`config.mk`:
```
export PLATFORM = sky130hd
export DESIGN_NAME = yin_tau_search
export DESIGN_NICKNAME = d
export VERILOG_FILES = /design/src/rtl/yin_pkg.sv /design/src/rtl/yin_tau_search_cmnd_compare.sv /design/src/rtl/yin_tau_search.sv
export SDC_FILE = /design/constraint.sdc
export NUM_CORES = 2
export LEC_CHECK = 0
export CAP_MARGIN = 30
export CORE_MARGIN = 8
export CORE_UTILIZATION = 55
export CTS_BUF_LIST = sky130_fd_sc_hd__clkbuf_8
export CTS_CLUSTER_SIZE = 25
export DETAILED_ROUTE_END_ITERATION = 6
export PLACE_DENSITY = 0.77
export RECOVER_POWER = 25
export SYNTH_ARGS = -nofsm -noshare
export SYNTH_HDL_FRONTEND = slang
export SYNTH_HIERARCHICAL = 1
export SYNTH_SLANG_ARGS = --single-unit
```
`constraint.sdc`:
```
create_clock -name clk -period 13.7 [get_ports clk]
set_input_delay 2.74 -clock clk [delete_from_list [all_inputs] [get_ports clk]]
set_output_delay 2.74 -clock clk [all_outputs]
set_load 0.02 [all_outputs]
```
`src/rtl/yin_pkg.sv`:
```
// Shared definitions for the YIN lag search and its difference engine:
// state encoding, default threshold and the widths both blocks agree on.
package yin_pkg;

  localparam int YIN_IDW      = 64;
  localparam int YIN_TAU_W    = 6;
  localparam int YIN_THRESH_W = 8;
  localparam int YIN_MAX_TAU  = 40;

  // 0x26 / 256 ~= 0.15
  localparam logic [7:0] YIN_DEFAULT_THRESHOLD = 8'h26;

  typedef enum logic [2:0] {
    ST_IDLE   = 3'd0,
    ST_LAUNCH = 3'd1,
    ST_WAIT   = 3'd2,
    ST_EVAL   = 3'd3,
    ST_DONE   = 3'd4
  } yin_state_e;

  function automatic int yin_prod_width(input int idw, input int tw, input int thw);
    return idw + tw + thw;
  endfunction

endpackage

```
`src/rtl/yin_tau_search_cmnd_compare.sv`:
```
// Division-free cumulative-mean-normalised-difference test:
// hit when d*tau*2^THW < threshold*running_sum, all at full product width.
module cmnd_compare
  import yin_pkg::*;
#(
  parameter int IDW = YIN_IDW,
  parameter int TW  = YIN_TAU_W,
  parameter int THW = YIN_THRESH_W
) (
  input  logic [IDW-1:0]    d,
  input  logic [TW-1:0]     tau,
  input  logic [IDW+TW-1:0] sum_new,
  input  logic [THW-1:0]    threshold,
  output logic              hit
);

  localparam int PW = yin_prod_width(IDW, TW, THW);

  logic [PW-1:0] lhs;
  logic [PW-1:0] rhs;

  always_comb begin
    lhs = (PW'(d) * PW'(tau)) << THW;
    rhs = PW'(threshold) * PW'(sum_new);
    hit = (lhs < rhs);
  end

endmodule

```
`src/rtl/yin_tau_search.sv`:
```
// YIN lag search: steps tau through the difference engine and stops at the
// first lag whose normalised difference falls below threshold.
// Optional WAIT watchdog enabled by defining YIN_WAIT_TIMEOUT_EN.
module yin_tau_search
  import yin_pkg::*;
#(
  parameter int INTERMEDIATE_DATA_WIDTH = YIN_IDW,
  parameter int MAX_TAU                 = YIN_MAX_TAU,
  parameter int TAU_WIDTH               = YIN_TAU_W,
  parameter int THRESH_WIDTH            = YIN_THRESH_W,
  parameter int WAIT_TIMEOUT            = 1024
) (
  input  logic                               clk,
  input  logic                               reset,
  input  logic                               start,
  input  logic [THRESH_WIDTH-1:0]            threshold,
  output logic [TAU_WIDTH-1:0]               diff_tau,
  output logic                               diff_reset,
  input  logic                               diff_ready,
  input  logic [INTERMEDIATE_DATA_WIDTH-1:0] diff_acc,
  output logic                               busy,
  output logic                               done,
  output logic                               pitch_valid,
  output logic [TAU_WIDTH-1:0]               tau_out
`ifdef YIN_WAIT_TIMEOUT_EN
  ,
  output logic                               timeout_err
`endif
);

  localparam int SW = INTERMEDIATE_DATA_WIDTH + TAU_WIDTH;

  localparam logic [2:0] S_IDLE   = ST_IDLE;
  localparam logic [2:0] S_LAUNCH = ST_LAUNCH;
  localparam logic [2:0] S_WAIT   = ST_WAIT;
  localparam logic [2:0] S_EVAL   = ST_EVAL;
  localparam logic [2:0] S_DONE   = ST_DONE;

  localparam logic [TAU_WIDTH-1:0] LAST_TAU = TAU_WIDTH'(MAX_TAU);

  logic [2:0]                         state_q, state_d;
  logic [TAU_WIDTH-1:0]               tau_q, tau_d;
  logic [SW-1:0]                      sum_q, sum_d;
  logic [INTERMEDIATE_DATA_WIDTH-1:0] d_q, d_d;
  logic [THRESH_WIDTH-1:0]            thr_q, thr_d;
  logic                               pv_q, pv_d;
  logic [TAU_WIDTH-1:0]               tau_out_q, tau_out_d;

  logic [SW-1:0] sum_new;
  logic          hit;

`ifdef YIN_WAIT_TIMEOUT_EN
  localparam int CW = $clog2(WAIT_TIMEOUT + 1);
  localparam logic [CW-1:0] CNT_LAST = CW'(WAIT_TIMEOUT - 1);

  logic [CW-1:0] cnt_q, cnt_d;
  logic          terr_q, terr_d;

  assign timeout_err = terr_q;
`else
  // The watchdog limit only matters when the watchdog is built in.
  logic [31:0] unused_wait_timeout;
  assign unused_wait_timeout = 32'(WAIT_TIMEOUT);
`endif

  assign sum_new = sum_q + SW'(d_q);

  cmnd_compare #(
    .IDW (INTERMEDIATE_DATA_WIDTH),
    .TW  (TAU_WIDTH),
    .THW (THRESH_WIDTH)
  ) u_cmnd_compare (
    .d         (d_q),
    .tau       (tau_q),
    .sum_new   (sum_new),
    .threshold (thr_q),
    .hit       (hit)
  );

  always_comb begin
    state_d   = state_q;
    tau_d     = tau_q;
    sum_d     = sum_q;
    d_d       = d_q;
    thr_d     = thr_q;
    pv_d      = pv_q;
    tau_out_d = tau_out_q;
`ifdef YIN_WAIT_TIMEOUT_EN
    cnt_d     = cnt_q;
    terr_d    = terr_q;
`endif
    case (state_q)
      S_IDLE: begin
        if (start) begin
          state_d   = S_LAUNCH;
          tau_d     = TAU_WIDTH'(1);
          sum_d     = '0;
          thr_d     = threshold;
          pv_d      = 1'b0;
          tau_out_d = '0;
`ifdef YIN_WAIT_TIMEOUT_EN
          terr_d    = 1'b0;
`endif
        end
      end
      S_LAUNCH: begin
        state_d = S_WAIT;
`ifdef YIN_WAIT_TIMEOUT_EN
        cnt_d   = '0;
`endif
      end
      S_WAIT: begin
        if (diff_ready) begin
          d_d     = diff_acc;
          state_d = S_EVAL;
        end
`ifdef YIN_WAIT_TIMEOUT_EN
        else if (cnt_q == CNT_LAST) begin
          state_d   = S_DONE;
          pv_d      = 1'b0;
          tau_out_d = '0;
          terr_d    = 1'b1;
        end else begin
          cnt_d = cnt_q + CW'(1);
        end
`endif
      end
      S_EVAL: begin
        if (hit) begin
          pv_d      = 1'b1;
          tau_out_d = tau_q;
          state_d   = S_DONE;
        end else if (tau_q >= LAST_TAU) begin
          pv_d      = 1'b0;
          tau_out_d = '0;
          state_d   = S_DONE;
        end else begin
          sum_d   = sum_new;
          tau_d   = tau_q + TAU_WIDTH'(1);
          state_d = S_LAUNCH;
        end
      end
      S_DONE: begin
        state_d = S_IDLE;
      end
      default: begin
        state_d = S_IDLE;
      end
    endcase
  end

  always_ff @(posedge clk) begin
    if (!reset) begin
      state_q   <= S_IDLE;
      tau_q     <= '0;
      sum_q     <= '0;
      d_q       <= '0;
      thr_q     <= '0;
      pv_q      <= 1'b0;
      tau_out_q <= '0;
`ifdef YIN_WAIT_TIMEOUT_EN
      cnt_q     <= '0;
      terr_q    <= 1'b0;
`endif
    end else begin
      state_q   <= state_d;
      tau_q     <= tau_d;
      sum_q     <= sum_d;
      d_q       <= d_d;
      thr_q     <= thr_d;
      pv_q      <= pv_d;
      tau_out_q <= tau_out_d;
`ifdef YIN_WAIT_TIMEOUT_EN
      cnt_q     <= cnt_d;
      terr_q    <= terr_d;
`endif
    end
  end

  // The engine is held in restart everywhere except while it is computing
  // or its held result is being evaluated.
  assign diff_reset  = (state_q != S_WAIT) && (state_q != S_EVAL);
  assign diff_tau    = tau_q;
  assign busy        = (state_q != S_IDLE);
  assign done        = (state_q == S_DONE);
  assign pitch_valid = pv_q;
  assign tau_out     = tau_out_q;

endmodule

```
## Yosys cells after proc, flatten, opt, wreduce, memory -nomap -nowiden

Index checks and enable logic that the tools add are counted.

- Flip-flop bits (word level): 158
- Bits of input ports: 76
- Output and inout bits: 16
- Word-level logic and storage cells: 54

- $add $sub $neg: 2
- Multiply operators: 2
- Magnitude comparators: 2
- Equality and inequality tests: 11
- Multiplexer cells: 21
- Reductions and logical operators: 9

Operator list:

| operator | count |
|---|---|
| $mux 70 | 3 |
| $pmux 70 s2 | 1 |
| $lt 78x78->1 | 1 |
| $mul 8x70->78 | 1 |
| $add 70x64->70 | 1 |
| $mul 64x6->70 | 1 |
| $mux 6 | 6 |
| $pmux 6 s2 | 2 |
| $mux 3 | 4 |
| $pmux 3 s4 | 1 |
| $ne 2x2->1 const B | 4 |
| $add 6x1->6 const B | 1 |
| $eq 3x2->1 const B | 2 |
| $ge 6x6->1 const B | 1 |
| $ne 3x2->1 const B | 2 |
| $reduce_and 2->1 | 3 |
| $reduce_and 4->1 | 1 |
| $eq 3x1->1 const B | 1 |
| $eq 3x3->1 const B | 1 |
| $logic_not 3->1 | 1 |
| $mux 1 | 3 |
| $ne 3x3->1 const B | 1 |
| $reduce_and 3->1 | 1 |
| $reduce_bool 3->1 | 1 |
| 3 further kinds | 3 |

## Logic depth before layout (Yosys ltp)

- Depth in word-level cells: 5
- Gate-level depth with buffers: 51
- Mapped depth without buffers: 47

## Modules after synthesis

Netlist, hierarchy kept.

Modules (own cells, without submodules):

| module | instances | cells each | area an instance (um2) | sequential area each (um2) |
|---|---|---|---|---|
| cmnd_compare | 1 | 3,790 | 30,848.3 | 0.0 |
| yin_tau_search | 1 | 1,249 | 9,898.2 | 3,163.0 |

## Worst setup path before layout

OpenSTA, ideal clock, no wires.

- Path type: flip-flop to flip-flop
- Start: register d_q[0]
- End: register sum_q[63]
- Library setup time: 87 ps
- Arrival: 10,109 ps
- Data required time: 13,613 ps
- Path slack: 3,504 ps
- Stages on the path, launching flop included: 46
- Buffers on the path: 5
- Clock period less this slack: 10,196 ps
- Cell sequence: dfxtp_1 > ha_1 > fa_1 > a21oi_1 > nor2_1 > or3_1 > a31o_2 > a311oi_2 > a21bo_1 > a21oi_1 > or3_1 > and2_1 > and2_1 > fa_1 > fa_1 > inv_1 > fa_1 > inv_1 > (+10 left out) > a21o_1 > a21o_1 > a21o_1 > a21o_1 > a21o_1 > a21oi_1 > or3_1 > nand4_1 > a31oi_1 > and2_1 > clkbuf_1 > o21bai_1 > clkbuf_1 > and2_1 > buf_2 > buf_2 > nand2_1 > o31ai_1

- Word-level cells in the longest chain between the ends: 5
- Elaborated cells between the ends (all ways): 9
- Those cells by class: add/sub (1); mul (2); order compare (1); eq/ne (1); mux (3); reduce/logical (1)

Ends and longest elaborated chain:

| element | line | source |
|---|---|---|
| start: declaration | yin_tau_search.sv:44 | `logic [INTERMEDIATE_DATA_WIDTH-1:0] d_q, d_d;` |
| start signal: assignment | yin_tau_search.sv:157 | `d_q <= '0;` |
| start signal: assignment | yin_tau_search.sv:169 | `d_q <= d_d;` |
| $add 70x64->70 | yin_tau_search.sv:66 | `assign sum_new = sum_q + SW'(d_q);` |
| named net sum_new[60] | yin_tau_search.sv:49 | `logic [SW-1:0] sum_new;` |
| $mul 8x70->78 | yin_tau_search_cmnd_compare.sv:24 | `rhs = PW'(threshold) * PW'(sum_new);` |
| $lt 78x78->1 | yin_tau_search_cmnd_compare.sv:25 | `hit = (lhs < rhs);` |
| named net hit | yin_tau_search.sv:50 | `logic hit;` |
| $ne 2x2->1 (no line) | -- |  |
| $reduce_and 4->1 (no line) | -- |  |
| end signal: assignment | yin_tau_search.sv:168 | `sum_q <= sum_d;` |
| end: declaration | yin_tau_search.sv:43 | `logic [SW-1:0] sum_q, sum_d;` |

The timed path passes the listed nets, and every way through them passes these cells. The select of a mux whose other input is x is not followed.
A chain may end at the register's enable or synchronous reset.

## Final worst setup path

- Start: register d_q[1]
- End: register sum_q[69]

Same word-level chain as after synthesis.

==> results.cfg <==
[clocking]
cts_setup_buffers = 0
clk_path_buf_depth = 2
cts_root_buffer = clkbuf_8
cts_resized = 0
clkLatencyLatePin_ns = 0.60
cts_tree = done
h-tree-depth = 4
ctsHoldBuffers = 0
clock-sinks = 158
cts.clk_slew.worst_paths_ns = 0.10
numCtsBuffers = 17

[die]
pin_count = 92
dieHeight_um = 288
design.die.area_um2 = 83100
initial_core_util_pct = 55.1
die_w_um = 288
fp-row-count = 100
core-area_um2 = 73900

[setup_path]
worst-r2r-cell-count = 43
crit_path_top_delay_cell = xor2_1
critPathLaunchType = flip-flop
end_kind = flip-flop
crit_buf_inv = 3
r2r_end = sum_q[69]$_SDFFE_PN0P_
critPathMaxStageDelay_ns = 0.80
critPathKind = reg -> reg
ff2ff_setup_slack_ns = 0.88
required_ns = 14.22
path_depth = 43
reg2reg_from = d_q[1]$_SDFFE_PN0P_
path_max_fanout = 35
crit_arrival_ns = 13.34
cp_top_family = compound AO/OA/AOI/OAI gates

[logic_synthesis]
yosysMostFrequentCell = nand2_1
synth_flop_cell = dfxtp_1
synth_cell_types = 93
synth_edf_count = 0
syn_inst = 5039
postSynthAreaPerCell_um2 = 8.09
syn-num-nets = 6085
synth_top_cell_by_area = fa_1
synth_common_cells = 860 x nand2_1, 682 x inv_1, 658 x fa_1
ys_ff_latch = 158
async_reset_ff_share_pct = 0
synthTopCellsByArea = fa_1 32%, ha_1 9.6%, nand2_1 7.9%, dfxtp_1 7.8%, and2_1 6.6%
synth_top_area_share_pct = 32.3
synth_warnings = 6
synth.yosys.seq_area_share_pct = 7.76
syn_area_um2 = 40700

[timing]
fmax_ghz = 0.0780
period_share_pct = 93.6
fin_tns_setup_ns = 0
maxSlewHeadroom_pct = -133
finalHoldViolCount = 0
setup_viol = 0
timing.final.ws_setup_ns = 0.875
slew_violations = 125
fin_crit_ns = 12.82
grt_setup_unrepaired = false
worst_slew_pin_slew_ns = 3.50
fin_worst_skew_ns = 0.0312

[drt]
wl_um = 123000
drcViolationCount = 0
drt-pass1-iter-count = 6
routed_via_density = 6.02
drt-initial-drc-count = 2749
post_drt_wl_per_cell_um = 20.7
ant_nets = 0
vias = 35792

[grt]
grt_max_degree = 85
grt_pass1_wl_um = 195000
antenna_found_initial = 3
grt_pass1_vias = 36848
overflow = 0
grt_usage_pct = 29.6

[run_status]
outcome = finished, violations left
violations = max-capacitance violations, max-slew violations

[pwr]
p_int_uw = 770
clock_power_share_pct = 27.8
combPwrFrac_pct = 34.5
swShare_pct = 43.1
switchingPower_uw = 584
p_leak_nw = 19.8
power_density_nw_per_um2 = 31.7
pwr-share-seq_pct = 37.7
peakVddDrop_mv = 0.0394

[finish]
area_growth_pct = 4.94
fin_util_pct = 57.8
final_nets = 6010
drive_gt1_share_pct = 2.77
fillerInstances = 6706

[placed_design]
port_buffers = 91
dp_slack_ns = 1.12
place_hpwl_um = 96500
gp_congestion = 1.01

[hold_path]
min_path_cells = 2
worstHoldPathType = reg -> reg
min_from = sum_q[63]$_SDFFE_PN0P_
min_to = sum_q[63]$_SDFFE_PN0P_

[flow_run]
drv_cap = 2
-- layout by cell type, fill, tap and decap left out, types with 7 or more instances in the layout --
cell type        netlist  layout
a2111oi_0              7       7
a211oi_1              15      15
a21boi_0              84      84
a21o_1               147     147
a21oi_1              290     290
a22o_1                28      28
a22oi_1               34      34
a31oi_1               34      34
a41oi_1               10      10
and2_1               430     429
and3_1                26      26
buf_4                  2      52
clkbuf_8               0      18
clkdlybuf4s50_1        0      90
dfxtp_1              158     147
dfxtp_2                0      11
fa_1                 658     658
ha_1                 312     312
inv_1                682     685
nand2_1              860     860
nand2b_1              19      19
nand3_1               54      54
nand4_1               95      95
nor2_1               161     160
nor2b_1               54      54
nor3_1                34      33
nor4_1                 9       9
o211ai_1              15      15
o21a_1                17      17
o21ai_0              129     129
o21ai_1               24      24
o21bai_1              58      57
o31a_1                 7       7
o31ai_1               18      18
or3_1                 11      10
or4_1                  9       9
xnor2_1              123     123
xor2_1                77      77
-- worst register-to-register path, delay by kind of cell (launching register included) --
kind	cells	cell delay, ns
AO/OA/AOI/OAI	21	4.93
flip-flops	1	0.55
AND/OR/NAND/NOR	10	2.90
buffers and inverters	3	0.35
XOR/XNOR	2	0.96
adder cells (fa/ha/maj)	7	3.08
-- per-stage QoR --
stage / instance area, µm² / power (mW) / instances / hold slack, ns
2_1_floorplan: 40700 / 0.779 / 5039 / 0.432
3_3_place_gp: 42300 / 0.965 / 5903 / 0.451
3_5_place_dp: 42400 / 0.977 / 5910 / 0.457
4_1_cts: 42700 / 1.35 / 5942 / 0.476
5_1_grt: 42800 / 1.42 / 5949 / 0.497
6_report: 42800 / 1.35 / 5950 / 0.479
-- state kept, by name, summed over array words and instances (netlist names) --
| register | flops |
|---|---|
| tau_out | 6 |
| thr_q | 8 |
| diff_tau | 6 |
| pitch_valid | 1 |
| d_q | 64 |
| state_q | 3 |
| sum_q | 70 |
-- power groups by stage --
| stage | clock network, mW | registers (mW) | logic [mW] |
|---|---|---|---|
| 4_1_cts | 0.382 | 0.510 | 0.458 |
| 6_report | 0.376 | 0.511 | 0.467 |
| 2_1_floorplan | 0 | 0.501 | 0.278 |
| 5_1_grt | 0.401 | 0.513 | 0.502 |
| 3_5_place_dp | 0 | 0.521 | 0.456 |
| 3_3_place_gp | 0 | 0.521 | 0.445 |
-- layer usage --
layer	vias to the layer above	wire length, µm	GRT usage (%)	share of wire (%)
met5	-	13	0	0.011
met3	442	8320	4.40	6.8
met4	2	8110	17.2	6.6
met1	17639	46600	34.7	38
li1	16182	-	-	-
met2	1527	60100	51.6	49
-- cell type report --
| cell class | instances | area [µm²] | share of cell area [%] |
|---|---|---|---|
| multi-input cells | 3959 | 34100 | 79.8 |
| repair buffers | 145 | 1330 | 3.10 |
| inverters | 683 | 2560 | 6.00 |
| well taps | 969 | 1210 | 2.84 |
| clock inverters | 14 | 121 | 0.284 |
| clock buffers | 18 | 248 | 0.579 |
| diodes | 4 | 10.0 | 0.0234 |
| flip-flops and latches | 158 | 3180 | 7.43 |
-- worst max path at each step --
| stage | start | endpoint | slack [ns] |
|---|---|---|---|
| after floorplan | d_q[0]$_SDFFE_PN0P_ | sum_q[63]$_SDFFE_PN0P_ | 3.50 |
| after global placement | d_q[1]$_SDFFE_PN0P_ | diff_tau[0]$_SDFFE_PN0P_ | 1.08 |
| after detailed placement | d_q[1]$_SDFFE_PN0P_ | sum_q[69]$_SDFFE_PN0P_ | 1.12 |
| after CTS | d_q[1]$_SDFFE_PN0P_ | sum_q[69]$_SDFFE_PN0P_ | 1.09 |
| after global routing | d_q[1]$_SDFFE_PN0P_ | sum_q[69]$_SDFFE_PN0P_ | 0.24 |
| final | d_q[1]$_SDFFE_PN0P_ | sum_q[69]$_SDFFE_PN0P_ | 0.88 |
-- cells by family (layout without fill, tap and decap cells) --
logic type / after synthesis / after routing / share of synthesized area (%)
mux: 1 / 1 / 0.0246
other cells: 0 / 4 / 0
compound gates: 992 / 992 / 16.1
fa+ha+maj: 970 / 970 / 41.9
simple gates: 1796 / 1796 / 21.3
xor+xnor: 200 / 200 / 4.30
buf+inv: 922 / 860 / 8.60
flops: 158 / 158 / 7.76
Power figures use the tool's default switching activity.
